File: src/rtl/logic_gate_array.sv
// N_IN-input, WIDTH-bit bitwise gate unit with a registered valid/ready output
// stage and a built-in sweep FSM that streams the full truth table through the gate.
module logic_gate_array #(
  parameter int N_IN  = 2,
  parameter int WIDTH = 1
) (
  input  logic                    clk,
  input  logic                    rst_n,
  input  logic [2:0]              op,
  input  logic                    in_valid,
  output logic                    in_ready,
  input  logic [N_IN*WIDTH-1:0]   in_data,
  output logic                    out_valid,
  input  logic                    out_ready,
  output logic [WIDTH-1:0]        out_data,
  output logic                    out_err,
  output logic [N_IN-1:0]         out_tag,
  input  logic                    sweep_start,
  output logic                    sweep_busy,
  output logic                    sweep_done
);

  typedef enum logic [1:0] {IDLE, RUN, DRAIN, DONE} state_t;

  localparam logic [N_IN:0] LAST_PAT = {1'b0, {N_IN{1'b1}}};
  localparam logic [N_IN:0] CNT_ONE  = {{N_IN{1'b0}}, 1'b1};

  state_t                  state;
  logic [2:0]              sweep_op;
  logic [N_IN:0]           cnt;
  logic [N_IN*WIDTH-1:0]   sweep_data;
  logic [WIDTH:0]          ext_result;
  logic [WIDTH:0]          sweep_result;
  logic                    out_free;
  logic                    ext_load;
  logic                    sweep_load;

  // Result is {err, data}; NOT looks at lane 0 only, illegal ops yield zero data.
  function automatic logic [WIDTH:0] gate_eval(input logic [2:0] f_op,
                                               input logic [N_IN*WIDTH-1:0] d);
    logic [WIDTH-1:0] r_and;
    logic [WIDTH-1:0] r_or;
    logic [WIDTH-1:0] r_xor;
    logic [WIDTH-1:0] lane;
    r_and = '1;
    r_or  = '0;
    r_xor = '0;
    for (int k = 0; k < N_IN; k++) begin
      lane  = d[k*WIDTH +: WIDTH];
      r_and = r_and & lane;
      r_or  = r_or | lane;
      r_xor = r_xor ^ lane;
    end
    case (f_op)
      3'b000:  gate_eval = {1'b0, ~r_and};
      3'b001:  gate_eval = {1'b0, ~r_or};
      3'b010:  gate_eval = {1'b0, ~d[WIDTH-1:0]};
      3'b011:  gate_eval = {1'b0, r_and};
      3'b100:  gate_eval = {1'b0, r_or};
      3'b101:  gate_eval = {1'b0, r_xor};
      default: gate_eval = {1'b1, {WIDTH{1'b0}}};
    endcase
  endfunction

  assign out_free   = !out_valid || out_ready;
  assign in_ready   = rst_n && (state == IDLE) && !sweep_start && out_free;
  assign ext_load   = in_valid && in_ready;
  assign sweep_load = (state == RUN) && out_free;

  always_comb begin
    sweep_data = '0;
    for (int k = 0; k < N_IN; k++) begin
      sweep_data[k*WIDTH +: WIDTH] = {WIDTH{cnt[k]}};
    end
  end

  always_comb begin
    ext_result   = gate_eval(op, in_data);
    sweep_result = gate_eval(sweep_op, sweep_data);
  end

  always_ff @(posedge clk or negedge rst_n) begin
    if (!rst_n) begin
      state      <= IDLE;
      sweep_op   <= 3'b000;
      cnt        <= '0;
      out_valid  <= 1'b0;
      out_data   <= '0;
      out_err    <= 1'b0;
      out_tag    <= '0;
      sweep_busy <= 1'b0;
      sweep_done <= 1'b0;
    end else begin
      sweep_done <= 1'b0;

      if (ext_load) begin
        out_valid           <= 1'b1;
        {out_err, out_data} <= ext_result;
        out_tag             <= '0;
      end else if (sweep_load) begin
        out_valid           <= 1'b1;
        {out_err, out_data} <= sweep_result;
        out_tag             <= cnt[N_IN-1:0];
      end else if (out_ready) begin
        out_valid <= 1'b0;
      end

      // DRAIN holds until the last pattern has left the output register.
      case (state)
        IDLE: begin
          if (sweep_start) begin
            state      <= RUN;
            sweep_op   <= op;
            cnt        <= '0;
            sweep_busy <= 1'b1;
          end
        end
        RUN: begin
          if (sweep_load) begin
            cnt <= cnt + CNT_ONE;
            if (cnt == LAST_PAT) state <= DRAIN;
          end
        end
        DRAIN: begin
          if (out_valid && out_ready) begin
            state      <= DONE;
            sweep_done <= 1'b1;
          end
        end
        DONE: begin
          state      <= IDLE;
          cnt        <= '0;
          sweep_busy <= 1'b0;
        end
        default: state <= IDLE;
      endcase
    end
  end

endmodule
File: config.mk
export PLATFORM = sky130hd
export DESIGN_NAME = logic_gate_array
export DESIGN_NICKNAME = d
export VERILOG_FILES = /design/src/rtl/logic_gate_array.sv
export SDC_FILE = /design/constraint.sdc
export NUM_CORES = 1
export LEC_CHECK = 0
export CAP_MARGIN = 20
export CORE_MARGIN = 2
export CORE_UTILIZATION = 50
export DETAILED_ROUTE_END_ITERATION = 10
export PLACE_DENSITY = 0.74
export SYNTH_ARGS = -nofsm -noshare
export SYNTH_HDL_FRONTEND = slang
export SYNTH_SLANG_ARGS = --single-unit
export TNS_END_PERCENT = 100
File: constraint.sdc
create_clock -name clk -period 2.2 [get_ports clk]
set_input_delay 0.66 -clock clk [delete_from_list [all_inputs] [get_ports clk]]
set_output_delay 0.66 -clock clk [all_outputs]
set_load 0.005 [all_outputs]
* After elaboration in Yosys (flattened, before gate mapping) *
Index checks and enable logic that the tools add are counted.

cells by class
  add/subtract/negate cells = 1
  shift-type cells = 0
  multiply operators = 0
  $lt $le $gt $ge = 0
  divide/modulo/power cells = 0
  mux-type cells = 23
  bitwise operators = 12
  reductions and logical operators = 20
  equal/unequal tests = 18

operator list
  operator               number
  $pmux W2 S6            2
  $eq A3 B2 Y1 const B   5
  $eq A3 B3 Y1 const B   4
  $mux W2                6
  $mux W1                10
  $pmux W3 S3            1
  $pmux W2 S4            1
  $eq A3 B1 Y1 const B   2
  $logic_and A1 B1 Y1    6
  $logic_not A3 Y1       2
  $mux W3                2
  $ne A2 B2 Y1 const B   3
  $not A1 Y1             6
  $reduce_bool A3 Y1     2
  $eq A2 B2 Y1 const B   2
  $reduce_and A2 Y1      2
  $reduce_and A4 Y1      1
  $reduce_bool A2 Y1     2
  $add A3 B1 Y3 const B  1
  $reduce_and A3 Y1      1
  $and A1 B1 Y1          2
  $eq A2 B1 Y1 const B   1
  $logic_not A1 Y1       2
  $logic_not A2 Y1       1
  other kinds (5)        7

word-level totals
  logic and storage cells = 83
  output and inout bits = 8
  register bits = 15
  memory bits (read-only) = 0
  input bits = 10
  bits in latches = 0
  bits in writable memories = 0
  memories kept = 0

* Depth between registers and ports, before layout *
  depth after elaboration = 6
  depth in mapped cells = 8
  gate-level depth less buffers = 7

* Worst setup path after synthesis *
OpenSTA, ideal clock, no wires.

  kind = reg2out
  start point = register state[0]
  end point = output in_ready
  required time = 1,540 ps
  arrival time = 1,053 ps
  setup slack = 487 ps
  cell stages (with the launch flop) = 5
  cells stage by stage = dfrtp_1 -> inv_1 -> ha_1 -> nor2b_4 -> and3_4

on the way
  word-level cells in the longest chain between the ends = 4

RTL lines
  what                              RTL line  source
  start, declared                   28        state_t state;
  start signal, assigned            84        state <= IDLE;
  start signal, assigned            112       state <= RUN;
  start signal, assigned            121       if (cnt == LAST_PAT) state <= DRAIN;
  $logic_not A2 Y1                  66        assign in_ready = rst_n && (state == IDLE) && !sweep_start && out_free;
  $logic_and A1 B1 Y1 (3 in a row)  66
  end, declared                     11        output logic in_ready,

No other way between the ends.

* Worst setup path in the final report *
Ends and elaborated chain as after synthesis.

==> qor.yml <==
clocking:
  cts.clk_slew.worst_paths_ps: 90
  cts-root-buf: "clkbuf_4"
  clock_path_buffers: 2
  cts_sinks: 15
  htree_levels: 1
  clk_latency_ps: 280
  cts_setup_buffers: 0
  numCtsBuffers: 3
  cts_tree: "yes"
worst_setup_path:
  worstSetupStartpointType: "register"
  path_max_fanout: 3
  critPathKind: "register to output port"
  cp_data_arrival_time_ps: 1470
  cp_slowest_cell: "dfrtp_1"
  reg2reg_slack_ps: 500
  endpoint_kind: "output port"
  r2r_cells: 6
  critPathTopFamily: "flip-flops"
  cp.required_ps: 1540
  cp_num_buf_inv: 2
  max_stage_delay_ps: 400
  crit_chain: "inv_2, ha_2, nor2b_4, and3_4, clkdlybuf4s15_2"
  r2r_end: "state[1]"
  reg2reg_from: "cnt[0]"
final_layout:
  diodes: 0
  final_common_cell: "dfrtp_1"
  nets: 146
  drive_gt1_share_pct: 19.2
  fillers: 134
  final_cell_mix: "15 x dfrtp_1, 13 x clkdlybuf4s50_1, 11 x nand2_1"
  final_cell_area_mm2: 0.00121
  area_delta_synth_final_pct: 30.0
timing:
  setup_violations: 0
  max_freq_ghz: 0.470
  clock_skew_ps: 1.86
  worstMarginPinSlew_ps: 375
  slew_violations: 0
  slew_headroom_pct: 75.0
  fin_crit_ps: 2130
  fin_crit_sh_pct: 96.6
  rsz0062_at_grt: "no"
  fin_ws_ps: 74.6
  finalSetupTns_ps: 0
  hold_viol_final: 0
die:
  coreArea_mm2: 0.00175
  die_area_mm2: 0.00222
  rows: 15
  die_w_um: 47.2
  die_height_um: 47.2
  ioPinCount: 18
  start_util_pct: 53.3
synthesis:
  ys_seq_area_share_pct: 40.3
  synth-compound-area-share_pct: 19.0
  synth-xor-area-share_pct: 0
  synth_area_um2: 931
  synth_top_family_by_area: "compound AO/OA/AOI/OAI gates"
  async_flop_share_pct: 100
  ys_ff_latch: 15
  yosysUniqueCellTypes: 29
  synthFlopType: "dfrtp_1"
  synthAdderAreaFrac_pct: 13.4
  yosys.area_share.simple_pct: 16.7
  syn_inst: 97
  synth_edf_count: 0
  synth_mux_area_share_pct: 4.84
  synth_warnings: 0
  synth_nets: 117
  syn_area_per_cell_um2: 9.60
global_route:
  grt_use_total_pct: 20.6
  grt_pass1_wl_um: 3170
  grt_pass1_vias: 744
  grt_max_degree: 16
  grt_remaining_overflow: 0
  antenna_found_initial: 0
place:
  place_congestion: 0.833
  post-dp-hpwl_um: 1480
  post-place-ws_ps: -412
  placed_cell_area_mm2: 0.00118
  io_buffers: 17
drt:
  wirelength_um: 1870
  antenna_left: 0
  drc: 0
  dr.pass1.iters: 4
  vias: 746
  viasPerCell: 4.97
  wire_per_inst_um: 12.5
  drt_iter0_markers: 9
worst_hold_path:
  min_path_type: "input pin to async pin"
power_and_ir_drop:
  total_power_w: 0.00142
  leakage_nw: 0.565
  peakVddDrop_mv: 0.775
  power_density_mw_per_mm2: 1170
flow_run:
  max-cap-violations: 0
outcome:
  status: "finished clean"
## routing by layer
layer  global-route usage, %  wire, um  vias up
li1                        -         -      394
met1                    26.7       888      340
met4                    8.89        13        0
met5                       0         0        -
met3                    3.85        57        2
met2                    33.4       908       10
## cells by family (layout without fill, tap and decap cells)
| group | Yosys count | count (layout) |
|---|---|---|
| buffers and inverters | 12 | 40 |
| muxes | 4 | 4 |
| adders and majority gates | 10 | 10 |
| DFF | 15 | 15 |
| AOI/OAI and AO/OA | 28 | 28 |
| and+or+nand+nor | 28 | 28 |
## cell type report
class                           instances  area, um^2  area share, %
Inverter                               10        37.5           3.10
Timing Repair Buffer                   26         235           19.4
Tap cell                               25        31.3           2.59
Multi-Input combinational cell         70         504           41.7
Sequential cell                        15         375           31.0
Clock buffer                            4        26.3           2.17
## synthesized netlist by cell type (all sizes together) (2+ instances only)
cell    count  area share, %
a211oi      2            2.2
a21o        2            1.6
a21oi       8            4.3
and3        2            1.9
buf         2            1.7
dfrtp      15             40
ha         10             13
inv        10            4.0
mux2        4            4.8
nand2      11            4.4
nand3       5            2.7
nor2        4            1.6
nor2b       2            2.2
o21ai       9            4.8
## report_power, final
part	leakage [nW]	internal (W)	switching, W
clock network	0.0150	0.0000705	0.0000864
logic	0.360	0.000421	0.000339
registers	0.189	0.000400	0.000104
## metrics by stage
stage / utilization [%] / hold slack, ps / std cells
final: 69.3 / 493 / 150
after global routing: 69.3 / 509 / 150
after CTS: 69.2 / 494 / 150
after detailed placement: 67.8 / 499 / 146
after global placement: 67.8 / 504 / 146
after floorplan: - / 364 / 97
## how the worst max path moves through the flow
stage,endpoint,from,slack [ps],depth (start not counted)
2_1_floorplan,in_ready,state[0],490,4
6_report,in_ready,state[0],70,5
3_3_place_gp,in_ready,sweep_start,-400,4
3_5_place_dp,in_ready,sweep_start,-410,4
4_1_cts,in_ready,state[0],40,5
5_1_grt,in_ready,state[0],1,5
## registers in the layout, indices dropped and copies added, names as in the netlist, 2 cells and up
name	flops
cnt	3
sweep_op	3
out_tag	2
state	2
## what timing repair did
action,in CTS,in global routing
gates resized for setup,6,2
endpoints found under the setup margin,1,1
hold buffers,0,0
(Power assumes the default switching activity.)
